<file path="config.mk">
export PLATFORM = sky130hd
export DESIGN_NAME = if_id_pipe_ctrl
export DESIGN_NICKNAME = d
export VERILOG_FILES = /design/src/rtl/if_id_pipe_ctrl_pkg.sv /design/src/rtl/if_id_pipe_ctrl.sv
export SDC_FILE = /design/constraint.sdc
export NUM_CORES = 1
export LEC_CHECK = 0
export CORE_ASPECT_RATIO = 2
export CORE_MARGIN = 10
export CORE_UTILIZATION = 51
export CTS_CLUSTER_SIZE = 14
export DETAILED_ROUTE_END_ITERATION = 6
export PLACE_DENSITY = 0.89
export SYNTH_ARGS = -nofsm -noshare
export SYNTH_HDL_FRONTEND = slang
export SYNTH_SLANG_ARGS = --single-unit
</file>
<file path="constraint.sdc">
create_clock -name clk -period 7.02 [get_ports clk]
set_input_delay 1.053 -clock clk [delete_from_list [all_inputs] [get_ports clk]]
set_output_delay 1.053 -clock clk [all_outputs]
set_load 0.005 [all_outputs]
</file>
<file path="src/rtl/if_id_pipe_ctrl_pkg.sv">
// Shared pipeline definitions: controller state encoding, IF/ID payload,
// NOP word, PC increment and a saturating counter helper.
package if_id_pipe_ctrl_pkg;

  localparam int unsigned XLEN  = 32;
  localparam int unsigned CNT_W = 16;

  // Fetch controller states
  typedef enum logic [1:0] {
    ST_RUN    = 2'd0,
    ST_FROZEN = 2'd1,
    ST_DONE   = 2'd2
  } pipe_state_e;

  localparam logic [XLEN-1:0] NOP_WORD = XLEN'(0);
  localparam logic [XLEN-1:0] PC_INC   = XLEN'(4);

  // IF/ID pipeline register payload
  typedef struct packed {
    logic [XLEN-1:0] instr;
    logic [XLEN-1:0] pc4;
    logic            valid;
  } if_id_t;

  // Increment that sticks at all-ones instead of wrapping
  function automatic logic [CNT_W-1:0] sat_inc(input logic [CNT_W-1:0] v);
    if (v == {CNT_W{1'b1}}) return v;
    return v + CNT_W'(1);
  endfunction

endpackage

</file>
<file path="src/rtl/if_id_pipe_ctrl.sv">
// IF stage PC register, IF/ID pipeline register and fetch control FSM.
// Ports:
//   clk, reset            - clock, asynchronous active-high reset
//   stall, flush          - hazard unit requests (stall has priority)
//   branch_target         - redirect PC used with flush
//   dbg_halt              - debug freeze request (level)
//   imem_instr/imem_addr  - instruction memory read data / fetch address (= pc)
//   if_id_instr/pc4/valid - IF/ID register contents
//   prog_done             - high once the halt opcode has been latched
//   stall_cnt/flush_cnt   - saturating event counters
module if_id_pipe_ctrl
  import if_id_pipe_ctrl_pkg::*;
#(
  parameter logic [31:0] PC_RESET    = 32'h0000_0000,
  parameter logic [31:0] HALT_OPCODE = 32'hFFFF_FFFF
) (
  input  logic        clk,
  input  logic        reset,
  input  logic        stall,
  input  logic        flush,
  input  logic [31:0] branch_target,
  input  logic        dbg_halt,
  input  logic [31:0] imem_instr,
  output logic [31:0] imem_addr,
  output logic [31:0] if_id_instr,
  output logic [31:0] if_id_pc4,
  output logic        if_id_valid,
  output logic        prog_done,
  output logic [15:0] stall_cnt,
  output logic [15:0] flush_cnt
);

  pipe_state_e       state;
  logic [XLEN-1:0]   pc;
  if_id_t            if_id;
  logic [CNT_W-1:0]  stall_q;
  logic [CNT_W-1:0]  flush_q;
  logic [XLEN-1:0]   pc_plus4;
  logic              halt_hit;

  // Modulo-2^32 increment; wrap at the top of the address space is intended
  assign pc_plus4 = pc + PC_INC;
  assign halt_hit = (imem_instr == HALT_OPCODE);

  // State, PC, IF/ID register and counters
  always_ff @(posedge clk or posedge reset) begin
    if (reset) begin
      state   <= ST_RUN;
      pc      <= PC_RESET;
      if_id   <= '{instr: NOP_WORD, pc4: XLEN'(0), valid: 1'b0};
      stall_q <= CNT_W'(0);
      flush_q <= CNT_W'(0);
    end else begin
      case (state)
        ST_RUN: begin
          if (dbg_halt) begin
            // Freeze takes effect immediately: no fetch in this cycle
            state <= ST_FROZEN;
          end else if (stall) begin
            stall_q <= sat_inc(stall_q);
          end else if (flush) begin
            pc             <= branch_target;
            if_id.instr    <= NOP_WORD;
            if_id.valid    <= 1'b0;
            flush_q        <= sat_inc(flush_q);
          end else begin
            if_id.instr <= imem_instr;
            if_id.pc4   <= pc_plus4;
            if_id.valid <= 1'b1;
            // PC parks on the halt instruction's address
            if (halt_hit) begin
              state <= ST_DONE;
            end else begin
              pc <= pc_plus4;
            end
          end
        end
        ST_FROZEN: begin
          if (!dbg_halt) state <= ST_RUN;
        end
        ST_DONE: begin
          state <= ST_DONE;
        end
        default: begin
          state <= ST_RUN;
        end
      endcase
    end
  end

  assign imem_addr   = pc;
  assign if_id_instr = if_id.instr;
  assign if_id_pc4   = if_id.pc4;
  assign if_id_valid = if_id.valid;
  assign stall_cnt   = stall_q;
  assign flush_cnt   = flush_q;
  assign prog_done   = (state == ST_DONE);

endmodule

</file>
Word-level counts from Yosys, hierarchy flattened

Cells that the tools add are included.

Bits in registers: 131
Bits of input ports: 69
Output and inout port bits: 130
Logic and storage cells: 53

Reduce and logical (&&, ||, !) cells: 7
Add/subtract/negate cells: 3
Multiplexer cells: 21
Bitwise gates (word level): 3
Eq/ne operators: 12

Operator list:

| operator                                                        | count |
|---|---|
| 32-bit two-way mux                                              | 3 |
| 16-bit by 1-bit adder with 16-bit output, second input constant | 2 |
| 32-bit by 3-bit adder with 32-bit output, second input constant | 1 |
| 16-bit == test, second input constant                           | 2 |
| 32-bit == test, second input constant                           | 1 |
| 16-bit two-way mux                                              | 2 |
| 4-bit AND reduction                                             | 4 |
| 1-bit two-way mux                                               | 10 |
| 2-bit two-way mux                                               | 5 |
| 3-bit inequality test, second input constant                    | 3 |
| 2-bit inequality test, second input constant                    | 4 |
| 2-bit one-hot mux with 3 select lines                           | 1 |
| 5-bit AND reduction                                             | 1 |
| 1-bit inverter                                                  | 3 |
| 3-bit AND reduction                                             | 1 |
| 2-bit by 1-bit == test with 1-bit output, second input constant | 1 |
| 2-bit == test, second input constant                            | 1 |
| 2-bit zero test                                                 | 1 |

Depth between registers and ports, before layout

Gate-level depths: netlist of run 1.

Depth after elaboration: 8
Mapped depth: 8
Gate-level depth less buffers: 6

Worst setup path before layout of run 1

OpenSTA, ideal clock, no wires.

Path type: input to register
Start point: input port dbg_halt
End point: register flush_q[14], in the netlist flush_cnt[14]
Required time: 6.895 ns
Library setup time: 0.125 ns
Path buffers: 1
Cell stages on the path: 6
Arrival: 2.387 ns
Slack: 4.508 ns
Cell sequence: or4_1 buf_2 nor2_4 nand3_2 nor2_1 mux2_2

Cells in the longest elaborated chain, start to end: 2

RTL lines:

| item                          | line                  | source |
|---|---|---|
| from (decl)                   | if_id_pipe_ctrl.sv:22 | `input logic dbg_halt,` |
| 1-bit inverter (no line)      | n/a                   |  |
| 5-bit AND reduction (no line) | n/a                   |  |
| to (signal assigned)          | if_id_pipe_ctrl.sv:65 | `flush_q <= sat_inc(flush_q);` |
| to (decl)                     | if_id_pipe_ctrl.sv:37 | `logic [CNT_W-1:0] flush_q;` |

Every way passes these cells.
A chain may end at the register's enable or synchronous reset.

Final worst setup path of run 1

Start point: input port flush
End point: register if_id (netlist bit if_id_pc4[3])

Cells in the longest elaborated chain, start to end: 2

RTL lines:

| item                          | line                  | source |
|---|---|---|
| from (decl)                   | if_id_pipe_ctrl.sv:20 | `input logic flush,` |
| 1-bit inverter (no line)      | n/a                   |  |
| 4-bit AND reduction (no line) | n/a                   |  |
| to (signal assigned)          | if_id_pipe_ctrl.sv:50 | `if_id <= '{instr: NOP_WORD, pc4: XLEN'(0), valid: 1'b0};` |
| to (decl)                     | if_id_pipe_ctrl.sv:35 | `if_id_t if_id;` |

Every way passes these cells.

==> results.txt, run 1 <==
----------------------------------------------------
[Floorplan]
  I/O Pins ... ~200
  Placement row count ... 58
  Floorplan die area ... between 15000 and 20000 um2
  Die Ht ... ~180 um
  Horiz. Die Dim ... approximately 100 um
  Area of the placeable core ... 12600 um2
  Initial standard-cell utilization of the core ... 52.2%

[GRT]
  Total congestion overflow ... 0
  Largest net degree at the start of global routing ... 73
  Wire length of the first global-routing pass ... 32400 um
  Via count of the first global-routing pass ... a little over 6000
  Total routing usage reported by global routing ... 22.2%
  Number of antenna violations at the first check in global routing ... 1

[Timing]
  Achievable frequency ... approximately 280 MHz
  Worst slew slack as a fraction of its limit ... 33.4%
  Final hold violations ... 0
  Crit path time final ... 3610 ps
  Worst hold margin ... 463 ps
  Transition time at the pin with the least slew margin ... 995 ps
  Unrepaired setup endpoints after global routing ... false
  Setup total negative slack ... 0 ps
  Worst clock skew ... about 13 ps
  Number of pins with negative max-slew slack in the final report ... 0
  Count of final setup violators ... 0
  Final worst-path cycle share ... approximately half

[Clocking]
  Post-CTS setup repair buffer count ... 0
  Clk_lat worst skew ... 420 ps
  TritonCTS buffer count ... 17
  CTS clock-pin slew for the worst setup and hold paths ... roughly 60 ps
  Clock tree root buffer cell ... clkbuf_16
  Sink count of the clock tree ... about 130
  Number of gates resized after cts ... 0
  Maximum clock insertion buffer count ... 2
  H-tree levels ... 4
  CTS tree ... built
  Hold bufs inserted after CTS ... 0

[Detailed routing]
  Remaining routing DRC violations ... 0
  Average wire per cell in the routed design ... ~20 um
  Total Wirelength ... 20300 um
  Antenna-violating nets left ... 0
  Router iterations before antenna repair ... 6
  Vias after detailed routing ... roughly 6000
  Routed vias/inst ... 5.87
  Iteration-0 DRC Markers ... approximately 360

[Run]
  Max-cap violation count ... 0

[Setup path]
  Worst path required time ... roughly 7300 ps
  Setup slack of the worst register-to-register path ... 4410 ps
  Critical path launch point type ... primary input
  Critical-path cell with the highest stage delay ... nand2_2
  Crit. End Element ... flip-flop
  End of the worst register-to-register path ... if_id_pc4[3]$_DFFE_PP0P_
  Worst Setup Path Type ... in2reg
  Signal arrival time at the worst endpoint ... around 3900 ps
  Total number of cells along the worst setup path ... 6
  CP max stage delay ... roughly 690 ps
  Worst R2R Path Depth ... 4
  Top fanout value on the critical path ... just over 60
  Bufs and invs on worst path ... 4
  Critical path cell sequence ... clkdlybuf4s50_1 -> buf_4 -> inv_2 -> buf_4 -> nand2_2 -> mux2_2
  FF-to-FF Start ... state[1]$_DFFE_PP0P_
  Worst path top cell family by delay ... buffers and inverters
  Most common cell on crit path ... buf_4

[Final layout]
  Most common cell after layout, fill and taps aside ... clkdlybuf4s50_1
  Count of nets after finishing ... between 900 and 1000
  Commonest non-fill, non-tap cells in the layout ... clkdlybuf4s50_1 (198), nand2_1 (133), dfrtp_1 (131), nand3_1 (54), o21ai_0 (49)
  Fraction of final layout cells with drive strength greater than 1 ... 8.14%
  Layout overhead on the synthesized area ... 39.8%

[Yosys]
  Yosys cell types ... 63
  Synth area leaders ... dfrtp_1 (50%), nand2_1 (7.7%), nand3_1 (4.1%), xor2_1 (3.9%), o21ai_0 (3.7%)
  Number of synthesized flops with an enable pin ... 0
  Mean cell area of the mapped netlist ... 9.56 um2
  Most instantiated flip-flop cell in the synthesis netlist ... dfrtp_1
  Library cell with the largest summed area after synthesis ... dfrtp_1
  Post-synth net total ... approximately 760
  Combined area of all synthesized cells ... 6550 um2
  Fraction of synthesized cell area taken by the top area cell type ... about half
  Register area share after synthesis ... approximately half
  Yosys Warn Count ... 0
  Seq cells post-synth ... about 130
  Share of async-settable or async-resettable flops after synthesis ... between 90% and 100%
  Post-synthesis instance total ... around 690

[Status]
  Run status ... finished clean

[Placed design]
  Half-perimeter wire length of the detailed placement result ... between 10000 and 15000 um
  I/O Buffers ... 198
  Gp weighted congestion ... 0.898

[Power and ir drop]
  PD cells ... between 200 and 300 nW/um2
  Worst VDD drop ... between 0.2 and 0.25 mV
  Leakage power total ... between 3 and 4 nW

[Hold path]
  Hold Crit Depth ... 2
  Capture endpoint of the worst hold path ... if_id_instr[27]$_DFFE_PP0P_
  Hold Crit Class ... reg2reg
  Startpoint of the most critical hold path ... if_id_instr[27]$_DFFE_PP0P_

----------------------------------------------------
-- cells by family (layout without fill, tap and decap cells) --
family                     count (synthesis)  in the layout  share of synthesized area, %
xor gates and xnor gates                  55             55                          7.35
DFF                                      131            131                          50.0
AOI/OAI and AO/OA                        138            138                          13.7
and+or+nand+nor                          294            294                          23.1
muxes                                     11             11                          1.83
other                                      0              1                             0
adders and majority gates                  3              3                         0.573
buffers and inverters                     53            240                          3.46
-- Yosys cell counts, types with 3 or more instances --
cell type / count
and4_1: 4
nand4_1: 29
ha_1: 3
and3_1: 7
o211a_1: 3
nor4_2: 3
a2bb2oi_1: 7
buf_2: 12
o21ai_1: 3
o21ai_0: 49
inv_1: 4
xnor2_1: 26
o22ai_1: 12
nor2_1: 23
a22oi_1: 3
nor4_1: 4
a211oi_1: 8
a211o_1: 3
nor2b_1: 3
a21oi_1: 17
mux2i_1: 3
dfrtp_1: 131
o22a_1: 3
o31ai_1: 5
clkbuf_1: 31
a31oi_1: 12
xor2_1: 29
nor3_1: 11
buf_4: 3
nand3_1: 54
nand2_1: 134
mux2_2: 7
-- through the flow --
step	instances	setup WS, ps	power (W)	instance area [um2]	util (%)
after global placement	990	3060	0.00165	8570	68.2
after global routing	1023	3210	0.00267	9160	73.0
after CTS	1022	3450	0.00256	9160	72.9
after floorplan	685	2470	0.00127	6550	-
final	1023	3410	0.00255	9160	73.0
after detailed placement	990	3010	0.00167	8570	68.2
-- state kept, by name, indices dropped and copies added, names as in the netlist --
name         flops
if_id_instr     32
if_id_pc4       32
imem_addr       32
flush_cnt       16
stall_cnt       16
state            2
if_id_valid      1
-- tightest hold or removal path, cell delays in order (launching register included) --
cell	delay, ps
dfrtp_1	340
nand2_1	50
nand2_1	40
-- where the power goes --
group          switching, W  total, W  internal (W)
registers          0.000165   0.00105      0.000890
logic              0.000240  0.000606      0.000367
clock network      0.000379  0.000884      0.000506
-- layer usage --
layer  share of wire (%)  wire (um)  up-vias  global-route usage, %
met3                 6.9       1400       53                   6.53
met2                  55      11200      226                   39.7
met4                 4.6        931        0                   12.2
met1                  33       6750     2926                   21.8
li1                    -          -     2798                      -
met5                   0          0        -                      0
-- layout make-up --
type                       count  area [um2]
antenna                        1        2.50
clock buffer                  17         425
clock inverter                15         163
fill                         876        3400
inverter                       5        23.8
multi-input combinational    501        3060
sequential                   131        3280
tap                          150         188
timing repair buffer         203        2020
-- how the worst max path moves through the flow --
stage	from	end	slack [ps]
CTS	flush	if_id_pc4[3]$_DFFE_PP0P_	3450
finish	flush	if_id_pc4[3]$_DFFE_PP0P_	3410
detailed placement	flush	if_id_pc4[3]$_DFFE_PP0P_	3010
global placement	flush	if_id_pc4[1]$_DFFE_PP0P_	3060
floorplan	reset	flush_cnt[0]$_DFFE_PP0P_	2470
global route	flush	if_id_pc4[0]$_DFFE_PP0P_	3210
Note: power is estimated with default switching activity, not from simulation.
==> inputs of run 2 (changes only) <==
CORE_UTILIZATION = 43   (was 51)
PLACE_DENSITY = 0.8   (was 0.89)
clock period = 2.95 ns   (was 7.02 ns; I/O delays follow)
==> run 2 against run 1 <==
Via count fell by 1.5%. Design area rose by 1.7%. Clock skew fell by 8.1 ps. Routed wire length rose by 2.4%. Global-route usage fell by 2.3 points. Critical endpoint is now imem_addr[12]$_DFFE_PP0P_. Largest cell class unchanged.
==> results.txt, run 2 (synthesis results as in run 1) <==
----------------------------------------------------
[Detailed routing]
  Antenna-violating nets left ... 0
  Total Wirelength ... roughly 21000 um
  Router iterations before antenna repair ... 5
  Average wire per cell in the routed design ... approximately 19 um
  Vias after detailed routing ... between 5000 and 6000
  Iteration-0 DRC Markers ... 268
  Routed vias/inst ... around 5.5
  Remaining routing DRC violations ... 0

[Clocking]
  Post-CTS setup repair buffer count ... 0
  Maximum clock insertion buffer count ... 2
  Sink count of the clock tree ... 131
  Clk_lat worst skew ... approximately 420 ps
  CTS clock-pin slew for the worst setup and hold paths ... about 60 ps
  CTS tree ... built
  TritonCTS buffer count ... 17
  H-tree levels ... 4
  Clock tree root buffer cell ... clkbuf_16
  Hold bufs inserted after CTS ... 0
  Number of gates resized after cts ... 0

[Floorplan]
  I/O Pins ... about 200
  Area of the placeable core ... around 15000 um2
  Die Ht ... about 190 um
  Initial standard-cell utilization of the core ... between 40% and 50%
  Floorplan die area ... about 21000 um2
  Placement row count ... between 60 and 70
  Horiz. Die Dim ... approximately 110 um

[Final layout]
  Post-route design area ... 9310 um2
  Most common cell after layout, fill and taps aside ... clkdlybuf4s50_1
  Commonest non-fill, non-tap cells in the layout ... clkdlybuf4s50_1 (198), nand2_1 (133), dfrtp_1 (131), nand3_1 (54), o21ai_0 (49)
  Layout overhead on the synthesized area ... 42.1%
  Final standard cell utilization of the core ... 62.5%
  Antenna diode count ... 0
  Count of nets after finishing ... ~940
  Fraction of final layout cells with drive strength greater than 1 ... a little under a tenth

[Power and ir drop]
  Clock power frac ... 33.4%
  Leakage power total ... just under 4 nW
  PD cells ... about 640 nW/um2
  Part of the total power dissipated in combinational logic ... around a quarter
  Worst VDD drop ... 0.430 mV
  Power Internal ... 0.00417 W
  Portion of total power attributed to sequential cells ... 42.1%
  Net switching power ... between 0.0015 and 0.002 W
  Power, Total ... just under 0.006 W
  Switching power share of the total ... 30.1%

[GRT]
  Largest net degree at the start of global routing ... 63
  Via count of the first global-routing pass ... a little over 6000
  Total congestion overflow ... 0
  Number of antenna violations at the first check in global routing ... 0
  Total routing usage reported by global routing ... about 20%
  Wire length of the first global-routing pass ... approximately 33000 um

[Timing]
  Transition time at the pin with the least slew margin ... ~850 ps
  Worst slew slack as a fraction of its limit ... between 40% and 50%
  Crit path time final ... around 2400 ps
  Final hold violations ... 0
  Number of pins with negative max-slew slack in the final report ... 0
  Worst clock skew ... between 5 and 6 ps
  Achievable frequency ... 421 MHz
  Unrepaired setup endpoints after global routing ... false
  Setup total negative slack ... 0 ps
  Count of final setup violators ... 0
  Final worst-path cycle share ... between 80% and 90%

[Placed design]
  I/O Buffers ... ~200
  Area after DPL ... between 8000 and 9000 um2
  Gp weighted congestion ... roughly 0.9
  Half-perimeter wire length of the detailed placement result ... ~16000 um

[Setup path]
  Worst R2R Path Depth ... 3
  Top fanout value on the critical path ... 18
  End of the worst register-to-register path ... imem_addr[12]$_DFFE_PP0P_
  Worst Setup Path Type ... reg2reg
  Critical path launch point type ... flip-flop
  Worst path required time ... between 3000 and 4000 ps
  Setup slack of the worst register-to-register path ... between 500 and 600 ps
  Crit. End Element ... flip-flop
  FF-to-FF Start ... state[1]$_DFFE_PP0P_
  Signal arrival time at the worst endpoint ... roughly 2700 ps

[Hold path]
  Hold Crit Class ... in2async

[Run]
  Max-cap violation count ... 0

[Status]
  Run status ... finished clean

----------------------------------------------------
run 2: cell count changes in the layout (fill, tap and decap cells not counted):
cell and delta:
clkinv_4 +1, buf_4 +9, inv_8 -5, clkinv_2 +2, clkinvlp_4 +4, inv_6 -3, clkbuf_1 +1, buf_12 +3
diode_2 -1
run 2: per-layer routing:
layer | GRT usage, % | vias to the layer above | share of wire, %
met5 | 0 | - | 0
met4 | 11.5 | 0 | 4.4
li1 | - | 2810 | -
met1 | 19.8 | 2834 | 34
met2 | 35.8 | 218 | 55
met3 | 4.94 | 53 | 6.3
run 2: worst max-delay path by stage:
stage                           endpoint  slack (ps)  depth (start not counted)                      from
4_1_cts        imem_addr[12]$_DFFE_PP0P_         590                          3      state[1]$_DFFE_PP0P_
3_3_place_gp   imem_addr[12]$_DFFE_PP0P_         260                          4                     stall
5_1_grt        imem_addr[30]$_DFFE_PP0P_         470                          6  imem_addr[2]$_DFFE_PP0P_
2_1_floorplan   flush_cnt[0]$_DFFE_PP0P_         880                          1                     reset
3_5_place_dp   imem_addr[12]$_DFFE_PP0P_         200                          4                     stall
6_report       imem_addr[12]$_DFFE_PP0P_         580                          3      state[1]$_DFFE_PP0P_
run 2: power by group through the flow:
| stage | registers [W] | clock network (W) | logic, W |
|---|---|---|---|
| 2_1_floorplan | 0.00244 | 0 | 0.000575 |
| 3_3_place_gp | 0.00252 | 0 | 0.00145 |
| 3_5_place_dp | 0.00253 | 0 | 0.00147 |
| 4_1_cts | 0.00251 | 0.00203 | 0.00149 |
| 5_1_grt | 0.00256 | 0.00212 | 0.00160 |
| 6_report | 0.00251 | 0.00199 | 0.00146 |
run 2: per-stage QoR:
step | cells | setup WS [ps] | hold WS (ps)
6_report | 1079 | 576 | 400
3_5_place_dp | 1047 | 203 | 456
5_1_grt | 1079 | 470 | 430
3_3_place_gp | 1047 | 265 | 448
2_1_floorplan | 685 | 884 | 463
4_1_cts | 1079 | 593 | 403
run 2: final cells by class:
type                    instances  area (um2)
clock buffers                  18         429
clock inverters                14         130
fillers                      1226        5590
inverters                       5        22.5
multi-input cells             501        3060
flip-flops and latches        131        3280
well taps                     195         244
repair buffers                215        2150
run 2: worst max-delay path, cell delays in order (launching register included):
cell and delay, ps:
dfrtp_1 460, or4_2 850, nor2_2 730, a221o_1 270
